### src/rtl/audio_codec_pkg.sv
// Shared types and defaults for the audio codec serial interface.
package audio_codec_pkg;
   localparam int DEFAULT_BCLK_DIV  = 32;
   localparam int DEFAULT_SLOT_BITS = 16;

   typedef enum logic {
      CH_LEFT  = 1'b0,
      CH_RIGHT = 1'b1
   } channel_e;
endpackage

### src/rtl/audio_bclk_gen.sv
// Bit clock divider: toggles bclk every BCLK_DIV clks and flags each edge
// one clk ahead so the slot logic can act on the same clk edge.
module audio_bclk_gen
   import audio_codec_pkg::*;
#(
   parameter int BCLK_DIV = DEFAULT_BCLK_DIV
) (
   input  logic i_clk,
   input  logic i_rst,
   output logic o_bclk,
   output logic o_rise_evt,
   output logic o_fall_evt
);
   localparam int DW = $clog2(BCLK_DIV);
   localparam logic [DW-1:0] LAST = DW'(BCLK_DIV - 1);

   logic [DW-1:0] r_div_cnt;
   logic          r_bclk;
   logic          w_wrap;

   assign w_wrap = (r_div_cnt == LAST);

   always_ff @(posedge i_clk or posedge i_rst) begin
      if (i_rst) begin
         r_div_cnt <= '0;
         r_bclk    <= 1'b0;
      end else if (w_wrap) begin
         r_div_cnt <= '0;
         r_bclk    <= ~r_bclk;
      end else begin
         r_div_cnt <= r_div_cnt + 1'b1;
      end
   end

   assign o_bclk     = r_bclk;
   assign o_rise_evt = w_wrap & ~r_bclk;
   assign o_fall_evt = w_wrap & r_bclk;
endmodule

### src/rtl/audio_codec_i2s.sv
// Left-justified codec serial port: drives bclk/lrck, shifts DAC words out
// MSB-first and assembles ADC words, with one-clk request/complete strobes.
module audio_codec_i2s
   import audio_codec_pkg::*;
#(
   parameter int BCLK_DIV  = DEFAULT_BCLK_DIV,
   parameter int SLOT_BITS = DEFAULT_SLOT_BITS
) (
   input  logic                 clk,
   input  logic                 reset,
   output logic                 sample_req,
   input  logic [SLOT_BITS-1:0] audio_output,
   output logic                 sample_end,
   output logic [SLOT_BITS-1:0] audio_input,
   output logic                 channel_sel,
   output logic                 aud_bclk,
   output logic                 aud_lrck,
   output logic                 aud_dacdat,
   input  logic                 aud_adcdat
);
   localparam int BW = $clog2(SLOT_BITS);
   localparam logic [BW-1:0] LAST_BIT = BW'(SLOT_BITS - 1);
   localparam logic [BW-1:0] PEN_BIT  = BW'(SLOT_BITS - 2);

   logic                 w_rise;
   logic                 w_fall;
   logic [SLOT_BITS-1:0] w_adc_word;

   logic [BW-1:0]        r_bit_cnt;
   logic                 r_lrck;
   logic [SLOT_BITS-1:0] r_dac_shift;
   logic [SLOT_BITS-2:0] r_adc_shift;
   logic [SLOT_BITS-1:0] r_next_word;
   logic [SLOT_BITS-1:0] r_audio_in;
   logic                 r_req;
   logic                 r_req_d;
   logic                 r_end;
   channel_e             r_chan;

   audio_bclk_gen #(
      .BCLK_DIV (BCLK_DIV)
   ) u_bclk (
      .i_clk      (clk),
      .i_rst      (reset),
      .o_bclk     (aud_bclk),
      .o_rise_evt (w_rise),
      .o_fall_evt (w_fall)
   );

   assign w_adc_word = {r_adc_shift, aud_adcdat};

   always_ff @(posedge clk or posedge reset) begin
      if (reset) begin
         r_bit_cnt   <= '0;
         r_lrck      <= 1'b0;
         r_dac_shift <= '0;
         r_adc_shift <= '0;
         r_next_word <= '0;
         r_audio_in  <= '0;
         r_req       <= 1'b0;
         r_req_d     <= 1'b0;
         r_end       <= 1'b0;
         r_chan      <= CH_LEFT;
      end else begin
         r_req   <= w_fall && (r_bit_cnt == PEN_BIT);
         r_req_d <= r_req;
         r_end   <= w_rise && (r_bit_cnt == LAST_BIT);
         // audio_effects answers the request one clk later
         if (r_req_d)
            r_next_word <= audio_output;
         if (w_fall) begin
            if (r_bit_cnt == LAST_BIT) begin
               r_bit_cnt   <= '0;
               r_lrck      <= ~r_lrck;
               r_dac_shift <= r_next_word;
            end else begin
               r_bit_cnt   <= r_bit_cnt + 1'b1;
               r_dac_shift <= {r_dac_shift[SLOT_BITS-2:0], 1'b0};
            end
            if (r_bit_cnt == PEN_BIT)
               r_chan <= channel_e'(~r_lrck);
         end
         if (w_rise) begin
            r_adc_shift <= w_adc_word[SLOT_BITS-2:0];
            if (r_bit_cnt == LAST_BIT) begin
               r_audio_in <= w_adc_word;
               r_chan     <= channel_e'(r_lrck);
            end
         end
      end
   end

   assign sample_req  = r_req;
   assign sample_end  = r_end;
   assign audio_input = r_audio_in;
   assign channel_sel = r_chan;
   assign aud_lrck    = r_lrck;
   assign aud_dacdat  = r_dac_shift[SLOT_BITS-1];
endmodule

### config.mk
export PLATFORM = sky130hd
export DESIGN_NAME = audio_codec_i2s
export DESIGN_NICKNAME = d
export VERILOG_FILES = /design/src/rtl/audio_codec_pkg.sv /design/src/rtl/audio_bclk_gen.sv /design/src/rtl/audio_codec_i2s.sv
export SDC_FILE = /design/constraint.sdc
export NUM_CORES = 1
export LEC_CHECK = 0
export ABC_CLOCK_PERIOD_IN_PS = 4200
export BUFFER_PORTS_ARGS = -buffer_cell sky130_fd_sc_hd__buf_2
export CAP_MARGIN = 0
export CORE_ASPECT_RATIO = 1.2
export CORE_MARGIN = 3
export CORE_UTILIZATION = 60
export DETAILED_ROUTE_END_ITERATION = 8
export PLACE_DENSITY_LB_ADDON = 0.05
export SETUP_SLACK_MARGIN = 0.2
export SLEW_MARGIN = 25
export SYNTH_ARGS = -nofsm -noshare
export SYNTH_HDL_FRONTEND = slang
export SYNTH_SLANG_ARGS = --single-unit
### constraint.sdc
create_clock -name clk -period 4.2 [get_ports clk]
set_input_delay 0.63 -clock clk [delete_from_list [all_inputs] [get_ports clk]]
set_output_delay 0.63 -clock clk [all_outputs]
set_load 0.02 [all_outputs]
# Word-level counts from Yosys, hierarchy flattened
# Index checks and enable logic that the tools add are counted.
# word_totals
out_inout_bits	22
input_bits	19
reg_bits	78
wordCells	32
# op_classes
n_bitwise	4
n_reduce_logical	4
n_addsub	2
n_eq_ne	3
mux	7
# op_table
cell	count
$mux 16	1
$eq 4x4->1 const B	2
$add 5x1->5 const B	1
$eq 5x5->1 const B	1
$mux 5	1
$add 4x1->4 const B	1
$mux 1	4
$mux 4	1
$reduce_and 2->1	2
$and 1x1->1	2
$logic_and 1x1->1	2
$not 1->1	2

# Depth between registers and ports, before layout
# Gate-level depths: netlist of run 1.
# logic_depth
word_depth	5
ltp_mapped	10
depth_no_buf	7

# By module
# A second synthesis of run 1 with hierarchy kept.
# unflattened
hier_cells	257
hier_area_um2	3135.5
# modules_own_cells
module	cells_per_inst	area_per_inst_um2	instances	seq_area_each_um2
audio_codec_i2s	237	2882.8	1	1801.7
audio_bclk_gen	20	252.7	1	150.1

# Least setup slack after synthesis of run 1
# No wires, ideal clock.
# synth_path
path_kind	flip-flop to flip-flop
from	reg u_bclk.r_div_cnt[0]
to	reg r_audio_in[0], in the netlist audio_input[0]
required_time_ps	4075
path_stages_with_launch	11
t_arrival_ps	1901
setup_slack_ps	2174
path_buffers	3
cell_sequence	dfrtp_1 -> ha_1 -> and3_1 -> ha_1 -> buf_4 -> nand2b_1 -> buf_6 -> or2_4 -> inv_6 -> buf_12 -> mux2_4
# synth_between
elab_chain_len	3
# synth_lines
element	line	rtl
start, declared	audio_bclk_gen.sv:17	logic [DW-1:0] r_div_cnt;
start signal, assigned	audio_bclk_gen.sv:31	r_div_cnt <= r_div_cnt + 1'b1;
$eq 5x5->1	audio_bclk_gen.sv:21	assign w_wrap = (r_div_cnt == LAST);
$and 1x1->1	audio_bclk_gen.sv:36	assign o_rise_evt = w_wrap & ~r_bclk;
$reduce_and 2->1 (no line)	-	
end signal, assigned	audio_codec_i2s.sv:86	r_audio_in <= w_adc_word;
end, declared	audio_codec_i2s.sv:34	logic [SLOT_BITS-1:0] r_audio_in;
# Every way passes these cells.
# A chain may end at the register's enable or synchronous reset.

# Worst setup path in the final report of run 1
# layout_path
from	reg u_bclk.r_div_cnt[0]
to	reg r_audio_in[11], in the netlist audio_input[11]
# The elaborated chain is that of the path after synthesis.

==> results of run 1 <==
==> logic make-up after synthesis <==
family          synth area share, %
simple gates                   6.20
compound gates                 6.80
xor+xnor                       1.41
flops                          62.8
fa+ha+maj                      1.61
mux                            18.1
buf+inv                        3.10
==> critical path: stages, from the launching register on <==
cell and delay [ps]:
dfrtp_1 380, ha_1 190, and3_1 160, ha_1 320, nand2b_1 460, or2_4 440, inv_6 170, mux2_2 360
==> cell usage after synthesis (all sizes together) <==
cell    number  area share, %
a22o         1           0.28
a21oi        1           0.16
nor2         5           0.68
a32oi        1           0.28
and2         1           0.20
nand2        5           0.60
nand3        5           0.80
nand2b       1           0.20
or2          1           0.28
and3        16            3.2
ha           4            1.6
mux2        47             18
a221o       15            4.8
dfrtp       78             63
a41oi        1           0.28
buf          7            2.0
clkbuf       5           0.60
inv          3           0.52
nand4        1           0.20
xnor2        2           0.56
xor2         3           0.85
o21ai        6           0.97
==> power groups by stage <==
stage               registers (mW)  logic, mW  clock network [mW]
finish                       0.752     0.0232               0.594
global route                 0.752     0.0274               0.644
CTS                          0.752     0.0244               0.610
detailed placement           0.767     0.0243                   0
global placement             0.767     0.0232                   0
floorplan                    0.767     0.0120                   0
==> per-stage QoR <==
stage	std cells	instance area (um2)	hold WS, ps
after floorplan	209	3110	431
after global placement	298	3310	388
after detailed placement	298	3310	385
after CTS	314	3530	404
after global routing	314	3530	411
final	314	3530	392
==> area by class of cell <==
class	instances	area, um2	area share [%]
Clock buffer	10	128	3.62
Clock inverter	6	86.3	2.45
Inverter	3	17.5	0.497
Multi-Input combinational cell	116	1060	30.1
Sequential cell	78	1950	55.3
Tap cell	60	75.1	2.13
Timing Repair Buffer	41	208	5.89
==> metal layers <==
layer	GRT usage, %	up-vias	share of wire (%)
met3	6.75	10	6.4
met5	0	-	0
met1	22.7	924	41
met4	8.21	0	1.1
met2	31.0	70	51
li1	-	838	-
==> worst paths after layout <==
path	end	depth (start not counted)	start	slack [ps]
max	audio_input[11]	7	u_bclk.r_div_cnt[0]	1600
min	r_req_d	0	sample_req	390
max reg2reg	audio_input[11]	7	u_bclk.r_div_cnt[0]	1600
min reg2reg	r_req_d	0	sample_req	390
max in group asynchronous	r_next_word[6]	3	reset	2930
min in group asynchronous	audio_input[6]	2	reset	440
==> state kept, by name (all words and copies together), names as in the netlist, 4 cells and up <==
name and count:
r_adc_shift 15, r_dac_shift 16, r_next_word 16, audio_input 16, u_bclk.r_div_cnt 5, r_bit_cnt 4
==> layout by cell type (no fill, tap or decap), types with 2 or more instances in the layout <==
cell	synthesis	layout
bufinv_16	0	2
o21ai_0	6	6
nand3_1	5	5
xnor2_1	2	2
clkbuf_8	0	9
mux2_2	38	38
xor2_1	3	3
nor2_1	4	4
a221o_1	15	15
ha_1	4	4
dfrtp_1	78	78
mux2_4	9	9
buf_2	3	40
clkinv_2	0	3
and3_1	16	16
nand2_1	5	5
==> out/summary.txt, run 1 <==
Slew Viols, Final - 0
Final setup viols - 0
Clock transition at path regs - 80 ps
DR DRC count - 0
pre-CTS setup slack - 1600 ps
initial antenna violation count - 0
H-tree levels - 3
Yosys warning count - 0
total grt overflow - 0
vias in the first global route - 2044
Comb power frac - 1.7%
synth unique cells - 28
Hold Path Class - reg2reg
Leak Pwr - 1.88 nW
Post-Synthesis Cell Area - 3110 um2
RD Place Congestion - 0.750
DP HPWL - 3.46 mm
CP Capture Type - flip-flop
syn_area_per_cell - 14.9 um2
internal power - 1.09 mW
max frequency - 385 MHz
post-route setup TNS - 0 ps
Hold Fails Final Rpt - 0
Final Util - 70.9%
Final WS setup - 1600 ps
DRT Wirelength - 5.17 mm
# hold bufs at CTS - 0
status - complete, no violations
CTS buffer count - 9
Final Power - 1.37 mW
Rows - 28
Crit path required time - 4420 ps
crit path max fanout - 17
number of DRC markers in iteration 0 - 126
Clock Latency Late Sink - 340 ps
max cap viols - 0
Max Buffers Root-to-Sink - 2
CORE AREA - 4970 um2
skew final - 5.75 ps
Worst Tran Pin Value - 856 ps
Post-Syn Instances - 209
first-pass GRT wire length - 9.01 mm
gr usage total - 19.0%
RSZ-0062 raised after global routing - no
drt first pass iters - 4
die span in y - 84.9 um
Rel. slew slack - 42.8%
syn nets - 232
Post-DRT Antenna Nets - 0
min Tclk post-route - 2600 ps
filler instances - 360
CTS tree - yes
io pins - 41
Buffers on Ports - 40
Arrival @ worst endpoint - 2820 ps
sequential power share - 54.9%
part of the cycle the worst path needs - 61.8%
Yosys reg bits - 78
largest net degree at the start of global routing - 53
clock share of power - 43.4%
clock sink count - 78
Antenna Cells - 0
DR WL/cell - 16.5 um
starting density of the core - 62.5%
routed vias/inst - 5.87
Sw Pwr - 277 uW
Final #Nets - 272
Peak supply drop - 0.000266 V
Area Overhead vs Synth - 13.4%
switching share of power - 20.2%
CP Class - reg2reg
die area - 6090 um2
Seq/Total Area, Yosys - 62.8%
power density over cell area - 388 nW/um2
Chip Width - 71.7 um
# resized after CTS - 0
vias - 1842
layout cells sized above 1 - 42.1%
root buf cell - clkbuf_8
CP Launch Type - flip-flop
Setup Buffers After CTS - 0
No activity file was read; power rests on OpenSTA's default activity.
==> inputs of run 2 (changes only) <==
ABC_AREA = 1   (was default)
ABC_CLOCK_PERIOD_IN_PS = 2550   (was 4200)
CORE_UTILIZATION = 57   (was 60)
clock period = 2.55 ns   (was 4.2 ns; I/O delays follow)
==> out/summary.txt, run 2 <==
status - complete, no violations
clock share of power - 40.3% (-3.1 points)
multi-input logic area - 1050 um2 (-0.83%)
Crit-path slowest cell - dfrtp_1
register area - 1950 um2 (unchanged)
sequential power share - 57.8% (+2.9 points)
syn nets - 343 (+48%)
Yosys warning count - 0 (unchanged)
Slew Viols, Final - 0 (unchanged)
die area - 6680 um2 (+9.7%)
Worst Tran Pin Value - 815 ps (-41.8 ps)
Buffers on Ports - 40 (unchanged)
Post-synth ARST share - 100% (unchanged)
DR DRC count - 0 (unchanged)
crit path max fanout - 31 (+14)
vias in the first global route - 2052 (+0.39%)
Area Overhead vs Synth - 12.3%
vias - 2147 (+17%)
DRT Wirelength - 5.13 mm (-0.83%)
Worst R2R Setup Slack - 740 ps (-860 ps)
Clock Latency Late Sink - 350 ps (about the same)
max frequency - 553 MHz (+44%)
Hold Slack - 128 ps (-264 ps)
Rel. slew slack - 45.7% (+2.9 points)
routed vias/inst - 5.03 (-14%)
initial antenna violation count - 0 (unchanged)
starting density of the core - 60.4% (-2.1 points)
power density over cell area - 584 nW/um2 (+50%)
Seq/Total Area, Yosys - 59.8% (-3.0 points)
number of DRC markers in iteration 0 - 100 (-21%)
post-route setup TNS - 0 ps (unchanged)
CTS buffer count - 9 (unchanged)
Antenna Cells - 0 (unchanged)
top cells by area, synth - dfrtp_1, nand2_1, o21ai_0
DR WL/cell - 12.0 um (-27%)
Clock transition at path regs - 80 ps (about the same)
pre-CTS setup slack - 743 ps (-852 ps)
largest net degree at the start of global routing - 79 (+49%)
Chip Width - 75.1 um (+4.7%)
Post-Synthesis Cell Area - 3260 um2 (+5.0%)
clock sink count - 78 (unchanged)
Final #Nets - 384 (+41%)
area leader, netlist - dfrtp_1
count leader, synth - nand2_1
Cell Chain, Critical Path - ha_1, nand2_1, nor2_1, ha_1, inv_2, nor2_4, inv_4, nor2_8, inv_4, nand2_1, o21ai_2
die span in y - 88.9 um (+4.8%)
Peak supply drop - 0.000497 V (+87%)
Comb power frac - 1.9% (+0.2 points)
Post-synth EDFFs - 0 (unchanged)
total grt overflow - 0 (unchanged)
Hold Path Class - in2async
ys flop type - dfrtp_1
first-pass GRT wire length - 9.01 mm (unchanged)
Reg2Reg Capture Point - audio_input[14]
Final WS setup - 741 ps (-863 ps)
Final setup viols - 0 (unchanged)
# resized after CTS - 0 (unchanged)
root buf cell - clkbuf_8
Post-Syn Instances - 320 (+53%)
Final Util - 67.8% (-3.1 points)
most common cell after layout, fill and taps aside - nand2_1
H-tree levels - 3 (unchanged)
Hold Fails Final Rpt - 0 (unchanged)
syn_area_per_cell - 10.2 um2 (-31%)
RSZ-0062 raised after global routing - no
Max Buffers Root-to-Sink - 2 (unchanged)
CP Launch Type - flip-flop
DP HPWL - 3.46 mm (about the same)
Arrival @ worst endpoint - 2080 ps (-740 ps)
Crit path required time - 2820 ps (-1600 ps)
internal power - 1.70 mW (+55%)
most frequent cells in the layout - nand2_1, dfrtp_1, buf_2, inv_1, o21ai_0
Leak Pwr - 1.87 nW (-0.62%)
Post-DRT Antenna Nets - 0 (unchanged)
CP Class - reg2reg
CTS tree - yes
RD Place Congestion - 0.790 (+5.4%)
Rows - 29 (+3.6%)
R2R depth - 11 (+4)
Yosys reg bits - 78 (unchanged)
part of the cycle the worst path needs - 70.9% (+9.1 points)
WP depth - 11 (+4)
Sw Pwr - 446 uW (+61%)
Crit Reg-Reg Startpoint - u_bclk.r_div_cnt[0]
top post-synthesis cells by count - nand2_1, dfrtp_1, inv_1
min Tclk post-route - 1810 ps (-787 ps)
filler instances - 430 (+19%)
layout cells sized above 1 - 28.8% (-13 points)
max cap viols - 0 (unchanged)
Setup Buffers After CTS - 0 (unchanged)
drt first pass iters - 5 (+1)
dpl cells - 412 (+38%)
CORE AREA - 5410 um2 (+8.7%)
synth unique cells - 25 (-11%)
skew final - 14.0 ps (+8.25 ps)
crit-path max cell delay - 400 ps (-60 ps)
post-synth top area share - 59.8% (-3.0 points)
# hold bufs at CTS - 0 (unchanged)
switching share of power - 20.8% (+0.60 points)
number of buffers and inverters on the critical path - 3 (+2)
Layout Cells excl Fill - 427 (+36%)
CP Capture Type - flip-flop
CP top delay family - buffers and inverters
io pins - 41 (unchanged)
gr usage total - 17.9% (-1.1 points)
==> run 2: cell types whose count changed in the layout (fill, tap and decap cells not counted), moves of 6 or more <==
cell      previous run  this run
inv_1                1        37
and3_1              16         0
nand2_2              0        16
a221o_1             15         0
mux2_2              38         0
o211ai_2             0         9
nand2_1              5        80
o211ai_1             0         6
o21ai_2              0        14
o21ai_0              6        31
mux2_4               9         0
==> run 2: stage by stage <==
step / cell area [um2] / power [mW]
2_1_floorplan: 3270 / 1.28
3_5_place_dp: 3490 / 1.31
6_report: 3670 / 2.14
5_1_grt: 3670 / 2.24
3_3_place_gp: 3490 / 1.30
4_1_cts: 3670 / 2.17
==> run 2: worst max path at each step <==
stage                         from         endpoint  slack, ps
6_report       u_bclk.r_div_cnt[0]  audio_input[14]        740
5_1_grt        u_bclk.r_div_cnt[0]   audio_input[0]        580
4_1_cts        u_bclk.r_div_cnt[0]  audio_input[14]        720
3_5_place_dp   u_bclk.r_div_cnt[0]  audio_input[14]        740
3_3_place_gp   u_bclk.r_div_cnt[0]  audio_input[14]        770
2_1_floorplan  u_bclk.r_div_cnt[0]  audio_input[10]        950
==> run 2: per-layer routing <==
layer / global-route usage (%) / part of all wire, % / vias to the layer above
met5: 0 / 0 / -
met4: 8.58 / 1.8 / 0
met3: 4.50 / 3.9 / 8
met2: 29.3 / 49 / 40
met1: 22.2 / 45 / 1014
li1: - / - / 1085
==> run 2: final cells by class <==
cell class              instances  area share (%)
flip-flops and latches         78            53.2
multi-input cells             186            28.7
repair buffers                 43            6.41
inverters                      43            4.64
clock buffers                  11            3.58
well taps                      62            2.12
clock inverters                 4            1.33
==> run 2: kinds of logic (layout without fill, tap and decap cells) <==
family	Yosys count	count (layout)	synth area share [%]
AOI/OAI and AO/OA	69	69	14.8
and+or+nand+nor	111	111	15.4
adders and majority gates	4	4	1.53
xor gates and xnor gates	2	2	0.537
buffers and inverters	56	101	7.97
DFF	78	78	59.8
==> run 2: worst register-to-register path: cells and delay by family, from the launching register on <==
kind,cells,cell delay [ps]
buf+inv,3,510
compound gates,1,70
simple gates,5,340
fa+ha+maj,2,440
flops,1,400
==> run 2: power by group through the flow <==
stage	Clock [mW]	Combinational [mW]	Sequential [mW]
after floorplan	0	0.0192	1.26
after global placement	0	0.0433	1.26
after detailed placement	0	0.0437	1.26
after CTS	0.888	0.0436	1.24
after global routing	0.953	0.0477	1.24
final	0.864	0.0410	1.24
==> inputs of run 3 (changes only) <==
ABC_AREA = 0   (was 1)
ABC_CLOCK_PERIOD_IN_PS = 1600   (was 2550)
CORE_UTILIZATION = 51   (was 57)
clock period = 1.6 ns   (was 2.55 ns; I/O delays follow)
==> out/summary.txt, run 3 (synthesized netlist as in run 1, its figures left out) <==
Peak supply drop - 0.000492 V (-0.91%)
dpl cells - 333 (-19%)
Reg2Reg Capture Point - audio_input[0]
Arrival @ worst endpoint - 2040 ps (-40 ps)
status - finished with violations
first-pass GRT wire length - 10.1 mm (+12%)
DR WL/cell - 16.1 um (+34%)
Area Overhead vs Synth - 26.6%
die area - 7070 um2 (+6.0%)
crit path max fanout - 5 (-84%)
dpl cell area - 3530 um2 (+1.3%)
Rows - 30 (+3.4%)
vias - 1931 (-10%)
CTS buffer count - 9 (unchanged)
routed vias/inst - 5.33 (+6.1%)
Hold Slack - 125 ps (-2.40 ps)
Chip Width - 77.3 um (+2.9%)
crit-path max cell delay - 360 ps (-40 ps)
DRT Wirelength - 5.83 mm (+14%)
initial antenna violation count - 0 (unchanged)
metal2 WL - 3.03 mm (+20%)
skew final - 8.01 ps (-5.98 ps)
Final #Nets - 300 (-22%)
min-delay src - audio_output[0]
Slew Viols, Final - 0 (unchanged)
Crit path required time - 1830 ps (-990 ps)
largest net degree at the start of global routing - 34 (-57%)
Worst R2R Setup Slack - -210 ps (-950 ps)
CTS tree - yes
part of the cycle the worst path needs - 113% (+42 points)
CP Launch Type - flip-flop
Crit-path slowest cell - dfrtp_1
CORE AREA - 5780 um2 (+6.9%)
starting density of the core - 53.8% (-6.6 points)
Worst Tran Pin Value - 410 ps (-405 ps)
max cap viols - 0 (unchanged)
most common cell after layout, fill and taps aside - dfrtp_1
die span in y - 91.5 um (+3.0%)
Final WS setup - -208 ps (-950 ps)
min Tclk post-route - 1810 ps (-0.460 ps)
drt first pass iters - 4 (-1)
io pins - 41 (unchanged)
RD Place Congestion - 0.847 (+7.2%)
CP Capture Type - flip-flop
Comb power frac - 2.2% (+0.3 points)
Hold Path Class - in2reg
H-tree levels - 3 (unchanged)
pre-CTS setup slack - -355 ps (-1100 ps)
Final Power - 3.35 mW (+56%)
Post-DRT Antenna Nets - 0 (unchanged)
switching share of power - 22.4% (+1.6 points)
gr usage total - 18.3% (+0.34 points)
R2R depth - 7 (-4)
Leak Pwr - 2.05 nW (+9.9%)
max frequency - 553 MHz (about the same)
Layout Cells excl Fill - 362 (-15%)
Max Buffers Root-to-Sink - 2 (unchanged)
DR DRC count - 0 (unchanged)
Buffers on Ports - 40 (unchanged)
clock share of power - 38.8% (-1.5 points)
violated checks - setup timing
uppermost layer routed - met4
sequential power share - 59.0% (+1.2 points)
RSZ-0062 raised after global routing - yes
number of DRC markers in iteration 0 - 70 (-30%)
Sw Pwr - 750 uW (+68%)
post-route setup TNS - -7440 ps (-7440 ps)
internal power - 2.60 mW (+53%)
Antenna Cells - 0 (unchanged)
Clock transition at path regs - 80 ps (about the same)
layout cells sized above 1 - 51.8% (+23 points)
total grt overflow - 0 (unchanged)
Cell Chain, Critical Path - ha_2, and3_4, ha_4, nand2b_4, or2_4, inv_6, mux2_4
DP HPWL - 3.80 mm (+10%)
vias in the first global route - 2083 (+1.5%)
Critical Path Sink - audio_input[0]
Worst Setup SP - u_bclk.r_div_cnt[0]
clock sink count - 78 (unchanged)
Rel. slew slack - 72.6% (+27 points)
most frequent cells in the layout - dfrtp_1, buf_2, mux2_2, buf_4, mux2_4
WL met1 - 2.47 mm (+6.7%)
Hold Fails Final Rpt - 0 (unchanged)
Clock Latency Late Sink - 340 ps (about the same)
root buf cell - clkbuf_8
Final Util - 68.1% (+0.26 points)
final instance area - 3940 um2 (+7.3%)
Crit Reg-Reg Startpoint - u_bclk.r_div_cnt[0]
Final setup viols - 50 (+50)
CP Class - reg2reg
power density over cell area - 850 nW/um2 (+46%)
met3 WL post-DR - 243 um (+22%)
run 3: final cells by class:
cell class / count / area, um2
fill: 445 / 1840
clock inverter: 6 / 37.5
multi-input combinational: 116 / 1160
sequential: 78 / 1950
timing repair buffer: 67 / 499
clock buffer: 10 / 138
timing repair inverter: 2 / 20.0
tap: 80 / 100
inverter: 3 / 27.5
run 3: how the worst min path moves through the flow:
stage / endpoint / slack [ps] / cells after the start
after floorplan: audio_input[0] / 390 / 1
after detailed placement: r_next_word[2] / 260 / 2
after CTS: r_next_word[0] / 110 / 2
after global routing: r_next_word[13] / 120 / 2
final: r_next_word[0] / 130 / 2
after global placement: r_next_word[2] / 250 / 2
run 3: per-layer routing:
layer | GRT usage [%] | vias up
li1 | - | 896
met1 | 23.1 | 978
met2 | 30.3 | 50
met3 | 4.27 | 7
met4 | 7.12 | 0
met5 | 0 | -
run 3: timing repair:
action / CTS / global route
hold buffers: 1 / 0
pin swaps: 3 / 1
endpoints found under the setup margin: 54 / 58
setup buffers: 8 / 1
hold endpoints to repair: 14 / 0
gates resized for setup: 17 / 13
cloned: 3 / 0
run 3: worst max-delay path: cells and delay by family, from the launching register on:
kind / cells / cell delay [ps]
simple gates: 3 / 560
flops: 1 / 360
fa+ha+maj: 2 / 340
buf+inv: 1 / 120
mux: 1 / 310
run 3: power groups by stage:
| stage | Clock [mW] | Sequential, mW | Combinational, mW |
|---|---|---|---|
| 3_5_place_dp | 0 | 2.01 | 0.0768 |
| 3_3_place_gp | 0 | 2.01 | 0.0719 |
| 6_report | 1.30 | 1.97 | 0.0743 |
| 4_1_cts | 1.32 | 1.97 | 0.0785 |
| 2_1_floorplan | 0 | 2.01 | 0.0320 |
| 5_1_grt | 1.42 | 1.97 | 0.0858 |
